[src/rtl/ub_host_loader.sv]
// Host-to-unified-buffer ingress loader: packs a valid/ready byte stream into 2x2 tiles
// (4 lanes) and issues one registered write per tile starting at a commanded base address.
module ub_host_loader #(
   parameter int DATA_W   = 8,
   parameter int ADDR_W   = 13,
   parameter int MEM_SIZE = 32,
   parameter int TILES_W  = 4
) (
   input  logic              clk,
   input  logic              reset,
   input  logic              start,
   input  logic [ADDR_W-1:0] base_addr,
   input  logic [TILES_W-1:0] num_tiles,
   input  logic              abort,
   input  logic              host_valid,
   input  logic [DATA_W-1:0] host_data,
   output logic              host_ready,
   output logic              ub_wr_en,
   output logic [ADDR_W-1:0] ub_wr_addr,
   output logic [DATA_W-1:0] ub_wr_d0,
   output logic [DATA_W-1:0] ub_wr_d1,
   output logic [DATA_W-1:0] ub_wr_d2,
   output logic [DATA_W-1:0] ub_wr_d3,
   output logic              busy,
   output logic              done,
   output logic              err
);

   typedef enum logic [1:0] {
      S_IDLE  = 2'd0,
      S_RECV  = 2'd1,
      S_WRITE = 2'd2,
      S_DONE  = 2'd3
   } state_t;

   state_t              state_q, state_d;
   logic [ADDR_W-1:0]   ptr_q, ptr_d;
   logic [TILES_W-1:0]  tiles_q, tiles_d;
   logic [1:0]          byte_cnt_q, byte_cnt_d;
   logic [DATA_W-1:0]   stage0_q, stage0_d;
   logic [DATA_W-1:0]   stage1_q, stage1_d;
   logic [DATA_W-1:0]   stage2_q, stage2_d;
   logic                wr_en_q, wr_en_d;
   logic [ADDR_W-1:0]   wr_addr_q, wr_addr_d;
   logic [DATA_W-1:0]   lane0_q, lane0_d;
   logic [DATA_W-1:0]   lane1_q, lane1_d;
   logic [DATA_W-1:0]   lane2_q, lane2_d;
   logic [DATA_W-1:0]   lane3_q, lane3_d;
   logic                done_q, done_d;
   logic                err_q, err_d;

   logic [ADDR_W:0]     end_addr;
   logic                range_bad;
   logic                accept;

   // One extra bit on the end address so a transfer near the top cannot wrap and pass the check.
   assign end_addr  = {1'b0, base_addr}
                    + ({{(ADDR_W + 1 - TILES_W){1'b0}}, num_tiles} << 2);
   assign range_bad = end_addr > (ADDR_W + 1)'(MEM_SIZE);
   assign accept    = host_valid && (state_q == S_RECV);

   always_comb begin
      state_d    = state_q;
      ptr_d      = ptr_q;
      tiles_d    = tiles_q;
      byte_cnt_d = byte_cnt_q;
      stage0_d   = stage0_q;
      stage1_d   = stage1_q;
      stage2_d   = stage2_q;
      wr_en_d    = 1'b0;
      wr_addr_d  = wr_addr_q;
      lane0_d    = lane0_q;
      lane1_d    = lane1_q;
      lane2_d    = lane2_q;
      lane3_d    = lane3_q;
      done_d     = 1'b0;
      err_d      = 1'b0;

      if (abort) begin
         // A write already on the strobe completes; anything partial is dropped silently.
         state_d    = S_IDLE;
         ptr_d      = '0;
         tiles_d    = '0;
         byte_cnt_d = '0;
      end else begin
         unique case (state_q)
            S_IDLE: begin
               if (start) begin
                  if (num_tiles == '0) begin
                     done_d = 1'b1;
                  end else if (range_bad) begin
                     err_d = 1'b1;
                  end else begin
                     ptr_d      = base_addr;
                     tiles_d    = num_tiles;
                     byte_cnt_d = '0;
                     state_d    = S_RECV;
                  end
               end
            end
            S_RECV: begin
               if (accept) begin
                  unique case (byte_cnt_q)
                     2'd0: stage0_d = host_data;
                     2'd1: stage1_d = host_data;
                     2'd2: stage2_d = host_data;
                     2'd3: begin
                        // Lanes only update on entry to WRITE so they stay stable between tiles.
                        lane0_d   = stage0_q;
                        lane1_d   = stage1_q;
                        lane2_d   = stage2_q;
                        lane3_d   = host_data;
                        wr_en_d   = 1'b1;
                        wr_addr_d = ptr_q;
                        state_d   = S_WRITE;
                     end
                     default: ;
                  endcase
                  byte_cnt_d = byte_cnt_q + 2'd1;
               end
            end
            S_WRITE: begin
               ptr_d   = ptr_q + ADDR_W'(4);
               tiles_d = tiles_q - TILES_W'(1);
               if (tiles_q == TILES_W'(1)) begin
                  state_d = S_DONE;
                  done_d  = 1'b1;
               end else begin
                  state_d = S_RECV;
               end
            end
            S_DONE: begin
               state_d = S_IDLE;
            end
            default: state_d = S_IDLE;
         endcase
      end
   end

   always_ff @(posedge clk) begin
      if (reset) begin
         state_q    <= S_IDLE;
         ptr_q      <= '0;
         tiles_q    <= '0;
         byte_cnt_q <= '0;
         stage0_q   <= '0;
         stage1_q   <= '0;
         stage2_q   <= '0;
         wr_en_q    <= 1'b0;
         wr_addr_q  <= '0;
         lane0_q    <= '0;
         lane1_q    <= '0;
         lane2_q    <= '0;
         lane3_q    <= '0;
         done_q     <= 1'b0;
         err_q      <= 1'b0;
      end else begin
         state_q    <= state_d;
         ptr_q      <= ptr_d;
         tiles_q    <= tiles_d;
         byte_cnt_q <= byte_cnt_d;
         stage0_q   <= stage0_d;
         stage1_q   <= stage1_d;
         stage2_q   <= stage2_d;
         wr_en_q    <= wr_en_d;
         wr_addr_q  <= wr_addr_d;
         lane0_q    <= lane0_d;
         lane1_q    <= lane1_d;
         lane2_q    <= lane2_d;
         lane3_q    <= lane3_d;
         done_q     <= done_d;
         err_q      <= err_d;
      end
   end

   assign host_ready = (state_q == S_RECV);
   assign busy       = (state_q != S_IDLE);
   assign ub_wr_en   = wr_en_q;
   assign ub_wr_addr = wr_addr_q;
   assign ub_wr_d0   = lane0_q;
   assign ub_wr_d1   = lane1_q;
   assign ub_wr_d2   = lane2_q;
   assign ub_wr_d3   = lane3_q;
   assign done       = done_q;
   assign err        = err_q;

endmodule
[config.mk]
export PLATFORM = sky130hd
export DESIGN_NAME = ub_host_loader
export DESIGN_NICKNAME = d
export VERILOG_FILES = /design/src/rtl/ub_host_loader.sv
export SDC_FILE = /design/constraint.sdc
export NUM_CORES = 1
export LEC_CHECK = 0
export CAP_MARGIN = 40
export CORE_UTILIZATION = 30
export DETAILED_ROUTE_END_ITERATION = 16
export RECOVER_POWER = 100
export SLEW_MARGIN = 20
export SYNTH_ARGS = -nofsm -noshare
export SYNTH_HDL_FRONTEND = slang
export SYNTH_SLANG_ARGS = --single-unit
[constraint.sdc]
create_clock -name clk -period 3.3 [get_ports clk]
set_input_delay 0.495 -clock clk [delete_from_list [all_inputs] [get_ports clk]]
set_output_delay 0.495 -clock clk [all_outputs]
set_load 0.05 [all_outputs]
Word-level counts from Yosys, hierarchy flattened
Index checks and enable logic that the tools add are counted.
{ "classes": {"addsub": 4, "n_lt_le_gt_ge": 1, "n_eq_ne": 12, "n_mux": 26, "n_bitwise": 5, "reduce_logical": 17} }
{ "op_table": {"columns": ["cell", "count"], "rows": [
  ["2-to-1 mux 13 bit", 3],
  ["one-hot mux 13 bit (2 select lines)", 1],
  ["2-to-1 mux 2 bit", 10],
  ["AND reduction 4 bit", 5],
  ["adder 13 x 6 -> 14 bit", 1],
  ["greater-than comparator 14 x 6 -> 1 bit, second input constant", 1],
  ["adder 13 x 3 -> 13 bit, second input constant", 1],
  ["2-to-1 mux 4 bit", 3],
  ["AND reduction 5 bit", 2],
  ["== test 2 bit, second input constant", 4],
  ["one-hot mux 2 bit (4 select lines)", 1],
  ["one-hot mux 4 bit (2 select lines)", 1],
  ["inequality test 2 bit, second input constant", 3],
  ["nonzero test 2 bit", 3],
  ["2-to-1 mux 1 bit", 5],
  ["inverter 1 bit", 5],
  ["OR reduction 5 bit", 1],
  ["== test 2 x 1 -> 1 bit, second input constant", 2],
  ["== test 4 x 1 -> 1 bit, second input constant", 1],
  ["zero test 2 bit", 2],
  ["zero test 4 bit", 1],
  ["inequality test 2 x 1 -> 1 bit, second input constant", 2],
  ["one-hot mux 2 bit (2 select lines)", 1],
  ["OR reduction 4 bit", 1],
  ["other kinds (5)", 5]
]} }
{ "word_totals": {"reg_bits": 93, "input_bits": 30, "output_inout_bits": 50, "word_cells": 80} }

Depth between registers and ports, before layout
Gate-level depths: netlist (run 1).
{ "depth": {"ltp_word": 6, "depth_mapped": 10, "depth_no_buf": 10} }

Worst setup path before layout (run 1)
Ideal clock, no wire load.
{ "synth_timing": {"path_kind": "input to register", "start": "input port base_addr[2]", "end": "register ptr_q[10]", "setup_ns": 0.120, "arrival_time_ns": 2.628, "t_required_ns": 3.180, "setup_slack_ns": 0.553, "stages": 10, "n_path_buf": 0, "path_cell_list": "ha_1 inv_1 fa_1 nor4b_1 a2bb2oi_1 a221o_1 a2111oi_4 a41o_2 nor2_2 o2bb2ai_1"} }
{ "synth_via": {"elab_chain_len": 4} }
{ "synth_lines": {"columns": ["item", "line", "rtl"], "rows": [
  ["start, declared", "12", "input logic [ADDR_W-1:0] base_addr,"],
  ["adder 13 x 6 -> 14 bit", "58", "+ ({{(ADDR_W + 1 - TILES_W){1'b0}}, num_tiles} << 2);"],
  ["greater-than comparator 14 x 6 -> 1 bit", "59", "assign range_bad = end_addr > (ADDR_W + 1)'(MEM_SIZE);"],
  ["inequality test 2 bit (no line)", null, null],
  ["AND reduction 4 bit (no line)", null, null],
  ["end signal, assigned", "159", "ptr_q <= ptr_d;"],
  ["end, declared", "37", "logic [ADDR_W-1:0] ptr_q, ptr_d;"]
]} }
No other way between the ends.
A chain may end at the register's enable or synchronous reset.

Worst setup path after layout (run 1)
{ "layout_timing": {"start": "input port base_addr[2]", "end": "register ptr_q[5]"} }
Same word-level chain as after synthesis.

==> reports/metrics.csv, run 1 <==
metric,value,unit
outcome,finished clean,
cts_made_buffers,9,
tns,0,ns
skew,0.00710,ns
grtUsageTotal,15.8,%
drt-total-wl,10.3,mm
tightest_slew,0.776,ns
dr_total_vias,3685,
fill_cells,1358,
hp-class,register to register,
path_clk_slew,0.06,ns
rsz0062_at_grt,no,
dpl_cell_area,5000,sq um
critical_path_class,primary input to register,
root_buffer,clkbuf_16,
finalNetCount,619,
max_freq,319,MHz
cts_buffer_depth,2,
utilization,41.2,%
syn_area,4000,sq um
p_per_area,435,nW/um^2
ys_seq_area_share,46.5,%
dpl.hpwl,7.42,mm
startpoint,base_addr[2],
min_period_over_period,95.1,%
postCtsResizedCells,0,
crit_required,3.56,ns
firstDrtPassIters,4,
final_area,5280,sq um
rows,41,
insertedDiodeCount,0,
die_x,117,um
synthesis.area_per_instance,7.97,sq um
via_per_inst,4.89,
setup_violations,0,
endpoint_kind,register,
cts_tree,done,
cts_hold_buf,0,
setup.worst_path.start_class,primary input,
syn-num-nets,544,
critPathMaxFanout,7,
fp.dieArea,13800,sq um
post-route-min-period,3.14,ns
drive_above_1_share,6.70,%
dieHeight,117,um
gp_congestion,0.854,
syn2layout_area_growth,32.1,%
synth_cells,502,
r2r-start,state_q[0],
finalHoldViolations,0,
synth-seq-cells,93,
post-cts-setup-buffers,0,
coreArea,12800,sq um
drc,0,
leakage,1.94,nW
antenna_found_initial,0,
cts_sinks,93,
avgRoutedWirePerCell,13.6,um
clk_latency,0.34,ns
htreeDepth,3,
grt_pass1_wl,17.8,mm
first_iter_violations,197,
ant_nets,0,
ir_drop,0.000181,V
grt-ovfl-total,0,
portBuffers,79,
grt_max_degree,71,
ys_types,52,
yosys_warnings,0,
grt_pass1_vias,3695,
ios,80,
slew_violations,0,
cp.arrival,3.40,ns
min_from,ub_wr_addr[9],
initial_core_util,31.2,%
maxSlewHeadroom,48.3,%
maxCapViolCount,0,
-- Yosys cell counts (all sizes together) --
cell type | number | area (sq um)
or2 | 4 | 25.0
and4b | 1 | 10.0
and4 | 1 | 8.76
a31oi | 2 | 12.5
o2bb2ai | 6 | 52.6
a211o | 2 | 17.5
o311ai | 1 | 8.76
a211oi | 4 | 35.0
a21oi | 84 | 420
nor4b | 3 | 26.3
a221o | 1 | 10.0
o21a | 1 | 7.51
nand3 | 33 | 170
a2111oi | 1 | 27.5
and2 | 2 | 12.5
xor2 | 2 | 17.5
nand2 | 139 | 529
or3 | 1 | 6.26
clkbuf | 28 | 105
o211ai | 2 | 15.0
a41o | 1 | 11.3
o31ai | 1 | 7.51
mux2i | 9 | 90.1
and3 | 4 | 25.0
nand3b | 2 | 15.0
a21bo | 1 | 10.0
a2bb2oi | 1 | 8.76
nor4 | 1 | 6.26
o2111ai | 1 | 8.76
or4 | 1 | 7.51
dfxtp | 93 | 1860
inv | 9 | 33.8
ha | 11 | 138
a21o | 2 | 15.0
nand2b | 1 | 6.26
nor2 | 26 | 103
nand4 | 3 | 18.8
nor2b | 2 | 12.5
a22o | 1 | 8.76
fa | 1 | 20.0
o21ai | 4 | 23.8
nor3 | 4 | 20.0
o22ai | 5 | 31.3
-- layout make-up --
cell class / count / area [sq um] / share of cell area, %
Clock inverter: 6 / 68.8 / 1.30
Clock buffer: 10 / 229 / 4.33
Timing Repair Buffer: 92 / 875 / 16.6
Multi-Input combinational cell: 372 / 2000 / 37.8
Sequential cell: 93 / 1860 / 35.2
Inverter: 9 / 33.8 / 0.640
Tap cell: 172 / 215 / 4.07
-- cells by family (layout without fill, tap and decap cells) --
| group | Yosys count | after routing | synth area share (%) |
|---|---|---|---|
| xor+xnor | 2 | 2 | 0.438 |
| simple gates | 228 | 228 | 25.1 |
| flops | 93 | 93 | 46.5 |
| buf+inv | 37 | 117 | 3.47 |
| mux | 9 | 9 | 2.25 |
| fa+ha+maj | 12 | 12 | 3.94 |
| compound gates | 121 | 121 | 18.3 |
-- through the flow --
| step | std cells | power, mW | hold WS [ns] | setup slack, ns |
|---|---|---|---|---|
| after floorplan | 502 | 1.21 | 0.432 | 0.553 |
| after global placement | 738 | 1.28 | 0.442 | -0.0739 |
| after detailed placement | 738 | 1.29 | 0.446 | -0.211 |
| after CTS | 754 | 2.34 | 0.455 | 0.140 |
| after global routing | 754 | 2.39 | 0.467 | 0.0292 |
| final | 754 | 2.30 | 0.450 | 0.162 |
-- worst paths after layout --
path / cells past startpoint / slack (ns) / end
worst max register to register: 6 / 0.57 / stage1_q[0]
worst max-delay path: 11 / 0.16 / ptr_q[5]
worst min register to register: 2 / 0.45 / ub_wr_addr[9]
worst min-delay path: 2 / 0.45 / ub_wr_addr[9]
-- sequential cells by signal, indices dropped and copies added, names as in the netlist, 2 cells and up --
register and count:
byte_cnt_q 2, ptr_q 13, stage0_q 8, stage1_q 8, stage2_q 8, state_q 2
tiles_q 4, ub_wr_addr 13, ub_wr_d0 8, ub_wr_d1 8, ub_wr_d2 8, ub_wr_d3 8
-- cells in the final DEF, fill, tap and decap left out, types with 3 or more instances in the layout --
cell,instances
a211oi_1,3
a21oi_1,84
and3_1,4
buf_4,10
clkbuf_16,9
clkdlybuf4s50_1,28
dfxtp_1,93
dlygate4sd3_1,50
ha_1,11
inv_1,9
inv_6,3
mux2i_1,9
nand2_1,138
nand3_1,32
nand4_1,3
nor2_1,24
nor3_1,4
nor4b_1,3
o22ai_1,5
o2bb2ai_1,6
-- report_power, final --
part	internal [mW]	total [mW]	switching (mW)
Sequential	1.12	1.12	0.000625
Combinational	0.0622	0.137	0.0744
Clock	0.594	1.04	0.444
-- critical path, stage by stage --
cell	delay [ns]
clkdlybuf4s50_1	0.48
ha_1	0.18
inv_1	0.06
fa_1	0.47
nor4b_1	0.24
a2bb2oi_1	0.12
a221o_1	0.39
a2111oi_4	0.29
a41o_2	0.38
nand2_4	0.09
o22ai_1	0.20
-- routing by layer --
metal	vias to the layer above	part of all wire, %	GRT usage [%]
li1	1867	-	-
met4	0	1.4	5.13
met1	1740	44	18.9
met5	-	0	0
met3	14	3.6	3.73
met2	64	51	27.6
Power figures use the tool's default switching activity.
==> run 2: changes to the inputs <==
--- a/config.mk
+++ b/config.mk
@@ -8,6 +8,7 @@
 export CAP_MARGIN = 40
 export CORE_UTILIZATION = 30
 export DETAILED_ROUTE_END_ITERATION = 16
+export MAX_ROUTING_LAYER = met4
 export RECOVER_POWER = 100
 export SLEW_MARGIN = 20
 export SYNTH_ARGS = -nofsm -noshare
==> reports/metrics.csv, run 2 (synthesis gave the netlist of run 1 again) <==
metric,value,unit,change
outcome,finished clean,,
path_clk_slew,0.06,ns,about the same
rows,41,,unchanged
avgRoutedWirePerCell,13.6,um,about the same
die_x,117,um,unchanged
critPathMaxFanout,7,,unchanged
sw_frac_of_total,22.7,%,+0.082 points
antenna_found_initial,0,,unchanged
insertedDiodeCount,0,,unchanged
p_per_area,435,nW/um^2,+0.10%
tightest_slew,0.798,ns,+0.0217 ns
layout_commonest_cell,nand2_1,,
slew_violations,0,,unchanged
gp_congestion,0.868,,+1.6%
ios,80,,unchanged
drc,0,,unchanged
dp_slack,-0.211,ns,unchanged
clk_latency,0.35,ns,about the same
crit_required,3.56,ns,about the same
maxCapViolCount,0,,unchanged
initial_core_util,31.2,%,unchanged
post-route-min-period,3.14,ns,-0.000743 ns
critical_path_class,primary input to register,,
ir_drop,0.000184,V,+1.3%
first_iter_violations,198,,+0.51%
postCtsResizedCells,0,,unchanged
drt-total-wl,10.3,mm,about the same
maxSlewHeadroom,46.8,%,-1.4 points
min_period_over_period,95.1,%,about the same
via_per_inst,4.88,,-0.19%
htreeDepth,3,,unchanged
cts_tree,done,,
setup_violations,0,,unchanged
finalHoldViolations,0,,unchanged
fp.dieArea,13800,sq um,unchanged
max_freq,319,MHz,about the same
endpoint_kind,register,,
dr_total_vias,3678,,-0.19%
power.total,2.30,mW,+0.10%
coreArea,12800,sq um,unchanged
cts_made_buffers,9,,unchanged
comb_power_share,5.9,%,about the same
final_cell_mix,"nand2_1 (138), dfxtp_1 (93), a21oi_1 (84)",,
skew,0.00692,ns,-0.000180 ns
finalWorstSetupSlack,0.162,ns,+0.000743 ns
ant_nets,0,,unchanged
cts_hold_buf,0,,unchanged
reg2regPathDepth,6,,unchanged
grt_pass1_wl,17.8,mm,about the same
p_sw,0.521,mW,+0.47%
setup.worst_path.start_class,primary input,,
dieHeight,117,um,unchanged
hp-class,register to register,,
drive_above_1_share,6.70,%,unchanged
finalNetCount,619,,unchanged
clkPwrFrac,45.2,%,about the same
rsz0062_at_grt,no,,
leakage,1.94,nW,unchanged
p_int,1.78,mW,about the same
grt-ovfl-total,0,,unchanged
grtUsageTotal,16.2,%,+0.49 points
firstDrtPassIters,4,,unchanged
cts_sinks,93,,unchanged
post-cts-setup-buffers,0,,unchanged
grt_max_degree,71,,unchanged
syn2layout_area_growth,32.1,%,unchanged
dpl.hpwl,7.42,mm,unchanged
cp.arrival,3.40,ns,about the same
cp_slowest_stage_delay,0.48,ns,about the same
crit_path_top_delay_cell,clkdlybuf4s50_1,,
root_buffer,clkbuf_16,,
hold_path_depth,2,,unchanged
portBuffers,79,,unchanged
crit_chain,clkdlybuf4s50_1 -> ha_1 -> inv_1 -> fa_1 -> nor4b_1 -> a2bb2oi_1 -> a221o_1 -> a2111oi_4 -> a41o_2 -> nand2_4 -> o22ai_1,,
grt_pass1_vias,3693,,-0.054%
cts_buffer_depth,2,,unchanged
seq_power_share,48.8,%,about the same
==> run 2: cell counts in the layout (fill, tap and decap cells not counted) <==
Identical to the previous run, type by type.
==> run 2: layout make-up <==
type,instances,area (sq um)
Fill cell,1358,7540
Multi-Input combinational cell,372,2000
Sequential cell,93,1860
Timing Repair Buffer,92,875
Clock buffer,10,229
Tap cell,172,215
Clock inverter,6,68.8
Inverter,9,33.8
==> run 2: metrics by stage <==
stage	hold slack [ns]	utilization [%]	setup TNS (ns)	instance area (sq um)	std cells
2_1_floorplan	0.432	-	0	4000	502
3_3_place_gp	0.442	39.0	-0.765	5000	738
3_5_place_dp	0.446	39.0	-3.32	5000	738
4_1_cts	0.455	41.3	0	5300	754
5_1_grt	0.467	41.2	0	5280	754
6_report	0.449	41.2	0	5280	754
==> run 2: path summary, 6_finish.rpt <==
path / slack (ns) / to / start
setup reg to reg: 0.60 / stage1_q[0] / state_q[0]
setup / recovery: 0.16 / ptr_q[5] / base_addr[2]
hold reg to reg: 0.45 / ub_wr_addr[9] / ub_wr_addr[9]
hold / removal: 0.45 / ub_wr_addr[9] / ub_wr_addr[9]
==> run 2: power groups by stage <==
stage          logic, mW  clock network, mW  registers (mW)
2_1_floorplan     0.0640                  0            1.15
3_3_place_gp       0.134                  0            1.15
3_5_place_dp       0.137                  0            1.15
4_1_cts            0.138               1.08            1.12
5_1_grt            0.148               1.12            1.12
6_report           0.137               1.04            1.12
==> run 2: worst max-delay path, delay by kind of cell <==
kind / cells / cell delay [ns]
simple gates: 2 / 0.33
buf+inv: 2 / 0.54
compound gates: 5 / 1.39
fa+ha+maj: 2 / 0.65
==> run 2: routing by layer <==
metal  vias up  track usage, %  part of all wire [%]
li1       1868               -                     -
met1      1734            18.9                    44
met2        61            27.6                    51
met3        15            3.88                   3.9
met4         0            5.13                   1.4
met5         -               -                     0
==> run 3: changes to the inputs <==
--- a/config.mk
+++ b/config.mk
@@ -9,6 +9,7 @@
 export CORE_UTILIZATION = 30
 export DETAILED_ROUTE_END_ITERATION = 16
 export MAX_ROUTING_LAYER = met4
+export PLACE_DENSITY_LB_ADDON = 0.3
 export RECOVER_POWER = 100
 export SLEW_MARGIN = 20
 export SYNTH_ARGS = -nofsm -noshare
==> reports/metrics.csv, run 3 <==
metric,value,unit,change
dpl.hpwl,7.31,mm,-1.5%
htreeDepth,3,,unchanged
rows,41,,unchanged
stop_stage,detailed routing,,
synthTopCellsByCount,"nand2_1 (138), dfxtp_1 (93), a21oi_1 (84)",,
synth.top_cell.area_share,46.5,%,unchanged
grt_pass1_wl,16.9,mm,-4.8%
postCtsResizedCells,0,,unchanged
cts_made_buffers,9,,unchanged
grt_max_degree,71,,unchanged
syn-num-nets,544,,unchanged
endpoint_type,register data pin,,
synthesis.area_per_instance,7.97,sq um,unchanged
yosys_warnings,0,,unchanged
ios,80,,unchanged
portBuffers,79,,unchanged
synthTopCellsByArea,"dfxtp_1 (47%), nand2_1 (13%), a21oi_1 (11%), nand3_1 (4.0%), ha_1 (3.4%)",,
yosysTopAreaCell,dfxtp_1,,
root_buffer,clkbuf_16,,
grtUsageTotal,15.7,%,-0.56 points
initial_core_util,31.2,%,unchanged
post-cts-setup-buffers,0,,unchanged
cts_buffer_depth,2,,unchanged
die_x,117,um,unchanged
antenna_found_initial,0,,unchanged
synth_edf_count,0,,unchanged
ys_types,52,,unchanged
ys_seq_area_share,46.5,%,unchanged
grt_pass1_vias,3520,,-4.7%
grt-ovfl-total,0,,unchanged
synthFlopType,dfxtp_1,,
dieHeight,117,um,unchanged
gp_congestion,0.823,,-5.1%
cts_hold_buf,0,,unchanged
async_reset_ff_share,0,%,unchanged
synth_cells,502,,unchanged
grt-worst-endpoint,tiles_q[3]$_SDFFE_PP0P_/D,,
cts_sinks,93,,unchanged
synth-seq-cells,93,,unchanged
outcome,aborted with a tool error,,
error_line,[ERROR DRT-0255] Maze Route cannot find path of net clk in worker of routeBox ( 96600 0 ) ( 117470 48300 ).,,
syn_area,4000,sq um,unchanged
synth_most_common_cell,nand2_1,,
## run 3: cell counts after synthesis
Identical to the previous run, type by type.
## run 3: metrics by stage
| step | instance area, sq um | setup WS (ns) | hold slack, ns | std cells | setup TNS (ns) |
|---|---|---|---|---|---|
| 5_1_grt | 5280 | -0.0110 | 0.465 | 755 | -0.0312 |
| 4_1_cts | 5300 | 0.204 | 0.454 | 755 | 0 |
| 3_5_place_dp | 5010 | -0.152 | 0.444 | 740 | -2.09 |
| 3_3_place_gp | 5010 | -0.0469 | 0.438 | 740 | -0.435 |
| 2_1_floorplan | 4000 | 0.553 | 0.432 | 502 | 0 |
## run 3: logic make-up after synthesis
logic type,synth area share [%]
simple gates,25.1
flops,46.5
compound gates,18.3
xor+xnor,0.438
buf+inv,3.47
mux,2.25
fa+ha+maj,3.94
## run 3: layer usage
layer	global-route usage (%)
met5	-
met1	18.5
met2	25.7
met3	4.26
met4	5.37
==> run 4: changes to the inputs <==
--- a/config.mk
+++ b/config.mk
@@ -6,10 +6,9 @@
 export NUM_CORES = 1
 export LEC_CHECK = 0
 export CAP_MARGIN = 40
-export CORE_UTILIZATION = 30
+export CORE_UTILIZATION = 20
 export DETAILED_ROUTE_END_ITERATION = 16
-export MAX_ROUTING_LAYER = met4
-export PLACE_DENSITY_LB_ADDON = 0.3
+export PLACE_DENSITY_LB_ADDON = 0.15
 export RECOVER_POWER = 100
 export SLEW_MARGIN = 20
 export SYNTH_ARGS = -nofsm -noshare
==> reports/metrics.csv, run 4 (synthesis gave the netlist of run 1 again) <==
metric,value,unit,change
htreeDepth,3,,unchanged
min_period_over_period,93.7,%,
endpoint_kind,register,,
cts_buffer_depth,2,,unchanged
power.total,2.27,mW,
comb_power_share,6.1,%,
firstDrtPassIters,4,,
drc,0,,
dr_total_vias,3718,,
tightest_slew,1.17,ns,
postCtsResizedCells,0,,unchanged
cts_tree,done,,
maxCapViolCount,0,,
drt-total-wl,11.7,mm,
critPathMaxFanout,5,,
reg2regPathDepth,6,,
finalHoldViolations,0,,
p_per_area,421,nW/um^2,
seq_power_share,49.4,%,
grt_pass1_vias,3632,,+3.2%
utilization,27.7,%,
min_from,ub_wr_d3[6],,
initial_core_util,20.5,%,-11 points
die_x,143,um,+22%
outcome,finished clean,,
dp_slack,-0.166,ns,-0.0146 ns
maxSlewHeadroom,22.2,%,
insertedDiodeCount,0,,
slew_violations,0,,
avgRoutedWirePerCell,13.8,um,
sw_frac_of_total,24.0,%,
crit_required,3.53,ns,
first_iter_violations,205,,
hp-class,register to register,,
dpl.cell_count,832,,+12%
grt_max_degree,71,,unchanged
gp_congestion,0.791,,-3.9%
cts_made_buffers,9,,unchanged
portBuffers,79,,unchanged
post-cts-setup-buffers,0,,unchanged
final_area,5400,sq um,
ios,80,,unchanged
cts_hold_buf,0,,unchanged
rsz0062_at_grt,no,,
r2r-start,state_q[0],,
startpoint,num_tiles[0],,
grt-ovfl-total,0,,unchanged
dpl.hpwl,8.33,mm,+14%
grtUsageTotal,11.9,%,-3.8 points
fp.dieArea,20600,sq um,
dieHeight,143,um,+22%
post-route-min-period,3.09,ns,
p_int,1.73,mW,
hold_path_depth,2,,
path_clk_slew,0.07,ns,
drive_above_1_share,6.86,%,
coreArea,19500,sq um,
layout_commonest_cell,nand2_1,,
final_cell_mix,"nand2_1 (138), dfxtp_1 (93), a21oi_1 (84)",,
finalWorstSetupSlack,0.207,ns,
leakage,1.95,nW,
root_buffer,clkbuf_16,,
cts_sinks,93,,unchanged
setup_violations,0,,
ant_nets,0,,
clkPwrFrac,44.5,%,
finalNetCount,620,,
setup.worst_path.start_class,primary input,,
grt_pass1_wl,18.9,mm,+12%
clk_latency,0.35,ns,
skew,0.00752,ns,
via_per_inst,4.38,,
dpl_cell_area,5120,sq um,+2.2%
rows,51,,+24%
final-instance-count-excl-fill,848,,
syn2layout_area_growth,35.0,%,
p_sw,0.546,mW,
ir_drop,0.000229,V,
max_freq,323,MHz,
critical_path_class,primary input to register,,
cp.arrival,3.32,ns,
antenna_found_initial,0,,unchanged
run 4: critical path, cell delays in order:
cell	delay, ns
clkdlybuf4s50_1	0.51
ha_1	0.18
inv_1	0.05
fa_1	0.48
nor4b_1	0.21
a2bb2oi_1	0.11
a221o_1	0.38
a2111oi_4	0.28
nand3_2	0.20
o21ai_2	0.29
o22ai_1	0.13
run 4: layout make-up:
cell class,count,area [sq um]
Fill cell,2154,14100
Multi-Input combinational cell,372,2000
Sequential cell,93,1860
Timing Repair Buffer,93,887
Tap cell,265,332
Clock buffer,11,243
Clock inverter,5,43.8
Inverter,9,33.8
run 4: per-layer routing:
layer,vias up,track usage [%],share of wire [%]
met5,-,0,0
met4,0,3.25,1.1
met3,10,3.27,4.4
met2,78,20.6,48
met1,1754,14.3,46
li1,1876,-,-
run 4: power groups by stage:
stage	Clock (mW)	Sequential (mW)	Combinational [mW]
3_3_place_gp	0	1.15	0.142
4_1_cts	1.05	1.12	0.142
5_1_grt	1.10	1.12	0.154
6_report	1.01	1.12	0.139
2_1_floorplan	0	1.15	0.0640
3_5_place_dp	0	1.15	0.141
run 4: stage by stage:
stage | TNS, ns | hold WS [ns]
detailed placement | -2.41 | 0.446
floorplan | 0 | 0.432
global placement | -1.64 | 0.442
CTS | 0 | 0.456
finish | 0 | 0.451
global route | 0 | 0.469
run 4: final timing paths:
check        slack, ns          end
max               0.21   tiles_q[3]
min               0.45  ub_wr_d3[6]
max reg2reg       0.36  stage1_q[1]
min reg2reg       0.45  ub_wr_d3[6]
